`src/rtl/piso_pkg.sv`:
```
// Shared types and constants for the parallel-in / serial-out transmitter.
// Holds the FSM encoding, the default word width and the counter sizing helper.
package piso_pkg;

   localparam int WIDTH_DEFAULT = 4;

   typedef enum logic [1:0] {
      IDLE  = 2'd0,
      SHIFT = 2'd1,
      DONE  = 2'd2
   } state_t;

   // Bit counter must hold 0..WIDTH-1; a one-bit word still needs one counter bit.
   function automatic int cnt_width(input int w);
      return (w > 1) ? $clog2(w) : 1;
   endfunction

endpackage

```
`src/rtl/piso_tx_if.sv`:
```
// Load handshake plus serial output bundle of piso_tx.
// master = word requester / serial consumer, slave = the transmitter itself.
interface piso_tx_if
   import piso_pkg::*;
#(
   parameter int WIDTH = WIDTH_DEFAULT
) ();

   logic [WIDTH-1:0] data_in;
   logic             R_L;
   logic             load_valid;
   logic             load_ready;
   logic             sout;
   logic             sout_valid;
   logic             done;

   modport master (
      output data_in,
      output R_L,
      output load_valid,
      input  load_ready,
      input  sout,
      input  sout_valid,
      input  done
   );

   modport slave (
      input  data_in,
      input  R_L,
      input  load_valid,
      output load_ready,
      output sout,
      output sout_valid,
      output done
   );

endinterface

```
`src/rtl/dff_ar.sv`:
```
// Generic W-bit D flip-flop with asynchronous active-high clear.
// Every storage bit of piso_tx lives in one of these.
module dff_ar #(
   parameter int W = 1
) (
   input  logic         clk,
   input  logic         rst,
   input  logic [W-1:0] d,
   output logic [W-1:0] q
);

   always_ff @(posedge clk or posedge rst) begin
      if (rst) begin
         q <= '0;
      end else begin
         q <= d;
      end
   end

endmodule

```
`src/rtl/piso_tx.sv`:
```
// Parallel-in / serial-out transmitter: loads a WIDTH-bit word on handshake,
// shifts it out MSB- or LSB-first over WIDTH cycles, then pulses done.
module piso_tx
   import piso_pkg::*;
#(
   parameter int WIDTH = WIDTH_DEFAULT
) (
   input  logic      clk,
   input  logic      rst,
   piso_tx_if.slave  bus
);

   localparam int            CW       = cnt_width(WIDTH);
   localparam logic [CW-1:0] CNT_LAST = CW'(WIDTH - 1);
   localparam logic [CW-1:0] CNT_ONE  = CW'(1);

   state_t           state_reg;
   state_t           state_next;
   logic [1:0]       state_bits_reg;
   logic [WIDTH-1:0] sreg_reg;
   logic [WIDTH-1:0] sreg_next;
   logic [CW-1:0]    cnt_reg;
   logic [CW-1:0]    cnt_next;
   logic             dir_reg;
   logic             dir_next;

   logic             load_ready_int;
   logic             sout_int;
   logic             sout_valid_int;
   logic             done_int;

   // ------------------------------------------------------------------
   // State register process: all storage built from dff_ar instances
   // ------------------------------------------------------------------
   dff_ar #(.W(2)) u_state (
      .clk (clk),
      .rst (rst),
      .d   (state_next),
      .q   (state_bits_reg)
   );

   assign state_reg = state_t'(state_bits_reg);

   generate
      for (genvar gi = 0; gi < WIDTH; gi++) begin : g_sreg
         dff_ar #(.W(1)) u_bit (
            .clk (clk),
            .rst (rst),
            .d   (sreg_next[gi]),
            .q   (sreg_reg[gi])
         );
      end
   endgenerate

   dff_ar #(.W(CW)) u_cnt (
      .clk (clk),
      .rst (rst),
      .d   (cnt_next),
      .q   (cnt_reg)
   );

   dff_ar #(.W(1)) u_dir (
      .clk (clk),
      .rst (rst),
      .d   (dir_next),
      .q   (dir_reg)
   );

   // ------------------------------------------------------------------
   // Next-state process: FSM transitions and datapath updates
   // ------------------------------------------------------------------
   always_comb begin
      state_next = state_reg;
      sreg_next  = sreg_reg;
      cnt_next   = cnt_reg;
      dir_next   = dir_reg;
      case (state_reg)
         IDLE: begin
            if (bus.load_valid) begin
               sreg_next  = bus.data_in;
               dir_next   = bus.R_L;
               cnt_next   = '0;
               state_next = SHIFT;
            end
         end
         SHIFT: begin
            // Shift toward whichever end feeds sout, back-filling with zeros.
            sreg_next = dir_reg ? (sreg_reg >> 1) : (sreg_reg << 1);
            if (cnt_reg == CNT_LAST) begin
               cnt_next   = '0;
               state_next = DONE;
            end else begin
               cnt_next = cnt_reg + CNT_ONE;
            end
         end
         DONE: begin
            state_next = IDLE;
         end
         default: begin
            state_next = IDLE;
         end
      endcase
   end

   // ------------------------------------------------------------------
   // Output process: decoded purely from registered state
   // ------------------------------------------------------------------
   always_comb begin
      load_ready_int = 1'b0;
      sout_int       = 1'b0;
      sout_valid_int = 1'b0;
      done_int       = 1'b0;
      case (state_reg)
         IDLE: begin
            load_ready_int = 1'b1;
         end
         SHIFT: begin
            sout_valid_int = 1'b1;
            sout_int       = dir_reg ? sreg_reg[0] : sreg_reg[WIDTH-1];
         end
         DONE: begin
            done_int = 1'b1;
         end
         default: begin
            load_ready_int = 1'b0;
         end
      endcase
   end

   assign bus.load_ready = load_ready_int;
   assign bus.sout       = sout_int;
   assign bus.sout_valid = sout_valid_int;
   assign bus.done       = done_int;

endmodule

```
`src/flat_wrapper.sv`:
```
// flat-port wrapper written by rule: the top's interface ports become plain ports
module piso_tx_flat import piso_pkg::*;
#(
   parameter int WIDTH = WIDTH_DEFAULT
)
  (clk, rst, bus_data_in, bus_R_L, bus_load_valid, bus_load_ready, bus_sout, bus_sout_valid, bus_done);
  piso_tx_if #(.WIDTH(WIDTH)) bus_i ();
  input  logic clk;
  input  logic rst;
  input wire logic [$bits(bus_i.data_in)-1:0] bus_data_in;
  input wire logic [$bits(bus_i.R_L)-1:0] bus_R_L;
  input wire logic [$bits(bus_i.load_valid)-1:0] bus_load_valid;
  output wire logic [$bits(bus_i.load_ready)-1:0] bus_load_ready;
  output wire logic [$bits(bus_i.sout)-1:0] bus_sout;
  output wire logic [$bits(bus_i.sout_valid)-1:0] bus_sout_valid;
  output wire logic [$bits(bus_i.done)-1:0] bus_done;
  assign bus_i.data_in = bus_data_in;
  assign bus_i.R_L = bus_R_L;
  assign bus_i.load_valid = bus_load_valid;
  assign bus_load_ready = bus_i.load_ready;
  assign bus_sout = bus_i.sout;
  assign bus_sout_valid = bus_i.sout_valid;
  assign bus_done = bus_i.done;
  piso_tx #(.WIDTH(WIDTH)) u_core (.clk(clk), .rst(rst), .bus(bus_i));
endmodule
```
`config.mk`:
```
export PLATFORM = sky130hd
export DESIGN_NAME = piso_tx_flat
export DESIGN_NICKNAME = d
export VERILOG_FILES = /design/src/rtl/piso_pkg.sv /design/src/rtl/piso_tx_if.sv /design/src/rtl/dff_ar.sv /design/src/rtl/piso_tx.sv /design/src/flat_wrapper.sv
export SDC_FILE = /design/constraint.sdc
export NUM_CORES = 1
export LEC_CHECK = 0
export CORE_AREA = 5 5 42 44
export CTS_CLUSTER_DIAMETER = 50
export CTS_CLUSTER_SIZE = 12
export DETAILED_ROUTE_END_ITERATION = 7
export DIE_AREA = 0 0 47 49
export HOLD_SLACK_MARGIN = 0.02
export SYNTH_ARGS = -nofsm -noshare
export SYNTH_HDL_FRONTEND = slang
export SYNTH_SLANG_ARGS = --single-unit
export TNS_END_PERCENT = 10
```
`constraint.sdc`:
```
create_clock -name clk -period 1.09 [get_ports clk]
set_input_delay 0.218 -clock clk [delete_from_list [all_inputs] [get_ports clk]]
set_output_delay 0.218 -clock clk [all_outputs]
set_load 0.005 [all_outputs]
```
---- Word level (Yosys, flattened, before mapping) ----
Index checks and enable logic that the tools add are counted.
word-level totals
  register bits after elaboration ......... 9
  bits of input ports ..................... 8
  output and inout port bits .............. 4
  word-level logic and storage cells ...... 32
operators by class
  $add $sub $neg .......................... 1
  equal/unequal tests ..................... 5
  mux-type cells .......................... 14
  reductions and logical operators ........ 5
operators by type and width
  kind                                                                   number
  2-bit two-way mux                                                      4
  4-bit two-way mux                                                      2
  2-bit case mux with 2 select lines                                     2
  4-bit case mux with 2 select lines                                     1
  2-bit AND reduction                                                    3
  1-bit two-way mux                                                      5
  2-bit equality test, second input constant                             2
  2-bit by 1-bit adder with 2-bit output, second input constant          1
  2-bit by 1-bit equality test with 1-bit output, second input constant  1
  2-bit zero test                                                        1
  2-bit by 1-bit != test with 1-bit output, second input constant        1
  2-bit != test, second input constant                                   1
  2-bit nonzero test                                                     1

---- Longest topological paths before layout ----
  depth after elaboration ................. 3
  gate-level depth with buffers ........... 5
  mapped depth without buffers ............ 4

---- Hierarchy ----
From an unflattened synthesis, not the netlist that was laid out.
second synthesis, totals
  cell total of the unflattened synthesis .. 52
  area total of the unflattened synthesis .. 496.7 um^2
by module, submodules not included
  module                                times used  cells an instance  area an instance (um^2)  sequential area each (um^2)
  piso_tx                               1           36                 245.2                    0.0
  dff_ar at u_core.g_sreg[0].u_bit ...  5           2                  28.8                     25.0
  dff_ar at u_core.u_cnt ...            2           3                  53.8                     50.0

---- Least setup slack after synthesis ----
Ideal clock, no wire load.
  path kind ............................... register to register
  start ................................... reg u_core.u_state.q[1]
  end ..................................... reg u_core.g_sreg[2].u_bit.q
  data arrival time ....................... 0.970 ns
  slack ................................... -0.015 ns
  stages on the path, launching flop included .. 5
  buffers on the path ..................... 1
  clock period less this slack ............ 1.105 ns
  cells stage by stage .................... dfrtp_1 -> nand2b_1 -> buf_6 -> a211oi_1 -> o31ai_1
on the way
  cells in the longest elaborated chain, start to end .. 3
  elaborated cells between the ends (all ways) .. 6
  those cells by class .................... eq/ne: 2; mux: 1; reduce/logical: 3
RTL lines
  item                                                                               line           RTL
  from (decl)                                                                        dff_ar.sv:9    output logic [W-1:0] q
  from (signal assigned)                                                             dff_ar.sv:14   q <= '0;
  from (signal assigned)                                                             dff_ar.sv:16   q <= d;
  2-bit by 1-bit equality test with 1-bit output or 2-bit zero test (tied branches)  piso_tx.sv:77  case (state_reg)
  2-bit nonzero test (no line) or 2-bit != test (tied branches)                      n/a
  2-bit AND reduction (no line)                                                      n/a
  to (signal assigned)                                                               dff_ar.sv:14
  to (signal assigned)                                                               dff_ar.sv:16
  to (decl)                                                                          dff_ar.sv:9
Several ways; a longest one is shown, not always the timed one.
A chain may end at the register's enable or synchronous reset.

---- Final worst setup path ----
  start ................................... reg u_core.u_state.q[1]
  end ..................................... out bus_load_ready
on the way
  cells in the longest elaborated chain, start to end .. 2
RTL lines
  item               line                RTL
  2-bit zero test    piso_tx.sv:113      case (state_reg)
  1-bit two-way mux  piso_tx.sv:113
  to (decl)          flat_wrapper.sv:13  output wire logic [$bits(bus_i.load_ready)-1:0] bus_load_ready;
No other way between the ends.

==> impl_metrics.toml <==
[logic_synthesis]
yosysWarnings = 0
synth_top_area_cell = "dfrtp_1"
async_flop_share_pct = 100
synth_edf_count = 0
ys_seq_elements = 9
synthCells = 46
synth.distinct_cells = 20
avgSynthCellArea_um2 = 10.2
yosysSeqAreaShare_pct = 48.1
synthTopCellsByArea = "dfrtp_1 (48%), nand2_1 (4.8%), nor2_1 (4.8%)"
synth_top_area_share_pct = 48.1
ys.flop_type = "dfrtp_1"
syn_area_um2 = 468
syn-num-nets = 55

[timing]
setup-violations-final = 11
slew_viol_final = 0
rsz0062_at_grt = "yes"
fin_crit_ns = 1.31
timing.fmax_mhz = 765
final.setup_skew_ns = 0.00169
setup_slack_ns = -0.217
period_share_pct = 120
finalHoldViolCount = 0
tightest_slew_ns = 0.344
timing.slew.headroom_pct = 77.1

[routing]
vias = 403
drt-total-wl_um = 1040
wl_per_cell_um = 12.1
drt.antenna.violating_nets = 0
route.detailed.drc = 0
routed_via_density = 4.69
detail_route.iter0.violations = 4
firstDrtPassIters = 3

[clock_tree]
cts_tree = "built"
cts_buffer_depth = 2
cts_hold_buf = 0
clk-insertion-delay-late_ns = 0.26
htreeDepth = 1
cts_buffers = 3
cts.sinks = 9
clk_pin_slew_ns = 0.06
root_buffer = "clkbuf_4"

[global_routing]
grt_max_degree = 11
grtUsageTotal_pct = 10.7
grt_pass1_wl_um = 1810
grt.overflow.total = 0
grt_pass1_vias = 417
antenna_found_initial = 0

[run]
maxCapViolations = 0

[die]
die_h_um = 49
die-area_um2 = 2300
num_rows = 14
die_w_um = 47
initial_core_util_pct = 33.4
pin_count = 12
core-area_um2 = 1400

[critical_path]
critPathLaunchType = "register"
arrival_ns = 1.09
crit_required_ns = 0.87
cp-end-kind = "output port"
crit_type = "register to output port"
cp_max_fo = 5

[run_status]
outcome = "complete, but fails checks"
violations = "setup timing"

[layout]
antennaDiodeCount = 0
area_growth_pct = 52.7
utilization_pct = 51.0
layout.nets = 80
drive_above_1_share_pct = 35.7

[place]
dp_hpwl_um = 757
place_congestion = 0.782
port_buffers = 11

[worst_hold_path]
hold_path_class = "input port to asynchronous set/reset pin"

[power]
p_leak_nw = 0.333
vdd_drop_max_mv = 1.17
power_density_nw_per_um2 = 2900
power_mw = 2.07
flip-flops by register name, indices dropped and copies added (netlist names):
signal / cells
u_core.u_state.q: 2
u_core.u_cnt.q: 2
u_core.g_sreg.u_bit.q: 4
u_core.u_dir.q: 1
cell usage after synthesis (all sizes together), types with 2 or more instances:
master / count
dfrtp: 9
nand2: 6
nor2: 6
o31ai: 3
a211oi: 2
a21oi: 2
inv: 2
mux2i: 2
nor2b: 2
o21ai: 2
per-stage QoR:
| step | setup TNS, ns | area [µm²] | hold slack [ns] | worst slack, ns | instances |
|---|---|---|---|---|---|
| after floorplan | -0.0308 | 468 | 0.0459 | -0.0154 | 46 |
| after global placement | -2.36 | 647 | 0.480 | -0.339 | 80 |
| after detailed placement | -2.58 | 647 | 0.484 | -0.391 | 80 |
| after CTS | -1.33 | 714 | 0.227 | -0.200 | 86 |
| after global routing | -2.10 | 714 | 0.257 | -0.266 | 86 |
| final | -1.32 | 714 | 0.212 | -0.217 | 86 |
critical path: stages (launching register included):
cell	delay, ns
dfrtp_1	0.38
buf_6	0.12
buf_6	0.12
nor2_4	0.08
buf_2	0.12
worst paths after layout:
| check | from | end | slack [ns] | depth (start not counted) |
|---|---|---|---|---|
| setup / recovery | u_core.u_state.q[1] | bus_load_ready | -0.22 | 4 |
| hold / removal | rst | u_core.u_cnt.q[0] | 0.21 | 2 |
| setup reg to reg | u_core.u_state.q[0] | u_core.u_cnt.q[1] | -0.12 | 4 |
| hold reg to reg | u_core.u_cnt.q[0] | u_core.u_cnt.q[0] | 0.50 | 1 |
| max in group asynchronous | rst | u_core.u_state.q[0] | 0.60 | 2 |
| min in group clk | u_core.u_cnt.q[0] | u_core.u_cnt.q[0] | 0.50 | 1 |
cells in the final DEF, fill, tap and decap left out, types with 3 or more instances in the layout:
cell             instances
buf_4                    7
clkdlybuf4s50_1          7
dfrtp_1                  8
buf_6                    4
nor2_1                   5
o31ai_1                  3
buf_2                    3
clkbuf_4                 3
nand2_1                  6
repair_timing:
item,CTS,global route
setup endpoints to repair,11,11
resized for setup,29,0
hold endpoints to repair,0,0
pin swaps,7,2
gates cloned,0,0
buffers inserted,3,0
kinds of logic after synthesis:
| logic type | share of synthesized area [%] |
|---|---|
| compound gates | 16.6 |
| mux | 6.68 |
| simple gates | 20.1 |
| flops | 48.1 |
| fa+ha+maj | 2.67 |
| buf+inv | 5.88 |
per-layer routing:
layer  share of wire (%)  vias up  track usage, %
met4                 1.8        0            4.15
met1                  44      181            15.0
met2                  48       10            15.6
li1                    -      210               -
met3                 5.8        2            2.21
met5                   0        -               0
cell type report:
class	instances	area, µm²
Clock buffer	4	26.3
Tap cell	16	20.0
Sequential cell	9	226
Fill cell	138	687
Multi-Input combinational cell	33	243
Timing Repair Buffer	21	183
Inverter	3	16.3
power by group:
group	internal [mW]	switching, mW	total (mW)
Combinational	0.669	0.515	1.18
Sequential	0.501	0.125	0.625
Clock	0.141	0.119	0.260
(Power assumes the default switching activity.)
==> patch, RTL diff (same settings) <==
`WIDTH_DEFAULT`: 4 -> 6.
--- a/src/rtl/piso_pkg.sv
+++ b/src/rtl/piso_pkg.sv
@@ -2,7 +2,7 @@
 // Holds the FSM encoding, the default word width and the counter sizing helper.
 package piso_pkg;
 
-   localparam int WIDTH_DEFAULT = 4;
+   localparam int WIDTH_DEFAULT = 6;
 
    typedef enum logic [1:0] {
       IDLE  = 2'd0,
Ports: changed (resized bus_data_in); port bits go from 12 to 14. No check against the original RTL was run, so the function may have changed too.
==> patch against the unedited design <==
The run still ends with negative setup slack left. Total power rose by 24%. Clock skew rose by 0.0094 ns. Sequential cell count is 3 higher. Combinational power grew 25%. Worst setup slack improved by 0.073 ns. Design area rose by 36%. Synthesized area is 36% higher. Routed wire length increased by 46%.
==> patch: results (changes against the unedited design) <==
Run status
  – Status: complete, but fails checks (unchanged)
  – Failing checks: negative setup slack (unchanged)

Placed design
  – Hpwl dp: 1110 um (was 757 um)
  – Worst slack at placement: -0.317 ns (was -0.391 ns)
  – Port bufs: 13 (was 11)
  – Dpl cell area: 871 um2 (was 647 um2)

Clocking
  – Clk slew on worst S/H paths: 0.08 ns (was 0.06 ns)

Worst setup path
  – Reg2reg start: u_core.u_state.q[1] (was u_core.u_state.q[0])
  – Reg2Reg Capture Point: u_core.u_cnt.q[2] (was u_core.u_cnt.q[1])
  – Worst EP arrival: 1.02 ns (was 1.09 ns)
  – Critical path peak fanout: 2 (was 5)

Global routing
  – First-pass GRT wire length: 2580 um (was 1810 um)
  – Met3 Use GR: 6.64% (was 2.21%)
  – Total track usage: 15.3% (was 10.7%)
  – Largest net degree at the start of global routing: 13 (was 11)
  – Met2 usage: 23.8% (was 15.6%)
  – Vias in the first global route: 574 (was 417)
  – Met1 Use GR: 19.5% (was 15.0%)

STA
  – Tightest Pin Transition: 0.218 ns (was 0.344 ns)
  – Final WS setup: -0.144 ns (was -0.217 ns)
  – Fin Hold WS: 0.223 ns (was 0.212 ns)
  – Final period util: 113% (was 120%)
  – Setup violation total in the final timing report: 15 (was 11)

Power and ir drop
  – Static leakage: 0.425 nW (was 0.333 nW)

Detailed routing
  – WL met2: 813 um (was 500 um)
  – Routed WL per cell: 14.3 um (was 12.1 um)
  – Vias: 560 (was 403)

Synth
  – Compound-Gate Fraction of Synth Area: 24.1% (was 16.6%)
  – Syn nets: 72 (was 55)
  – Multiplexer share of the synthesized area: 3.35% (was 6.68%)
  – Post-synthesis adder-cell area fraction: 0% (was 2.67%)
  – Register area share after synthesis: 47.3% (was 48.1%)
  – Mapped Cells: 62 (was 46)

Cells and area
  – Net count, final: 102 (was 80)
  – Biggest regs: u_core.g_sreg.u_bit.q: 6 flops, u_core.u_cnt.q: 3 flops, u_core.u_state.q: 2 flops (was u_core.g_sreg.u_bit.q: 4 flops, u_core.u_cnt.q: 2 flops, u_core.u_state.q: 2 flops)
-- patch: cell count changes after synthesis, moves of 2 or more --
cell      before  now
nand2_1        6    8
dfrtp_1        9   12
a211oi_1       2    0
nor2b_1        2    6
a211oi_2       0    4
-- patch: repair_timing --
| item | CTS | global route |
|---|---|---|
| pin swaps | 10 | 1 |
| buffers inserted | 4 | 0 |
| endpoints found under the setup margin | 15 | 15 |
| resized for setup | 30 | 6 |
| endpoints found under the hold margin | 0 | 0 |
| gates cloned | 0 | 0 |
-- patch: layout make-up --
class	count	area, um2
clock buffer	3	22.5
fill	116	432
multi-input combinational	45	368
sequential	12	302
timing repair buffer	28	250
inverter	2	7.51
tap	16	20.0
-- patch: power breakdown --
part | switching [W] | total, W | internal [W]
combinational | 0.000633 | 0.00147 | 0.000837
sequential | 0.000179 | 0.000825 | 0.000646
clock | 0.000146 | 0.000274 | 0.000128
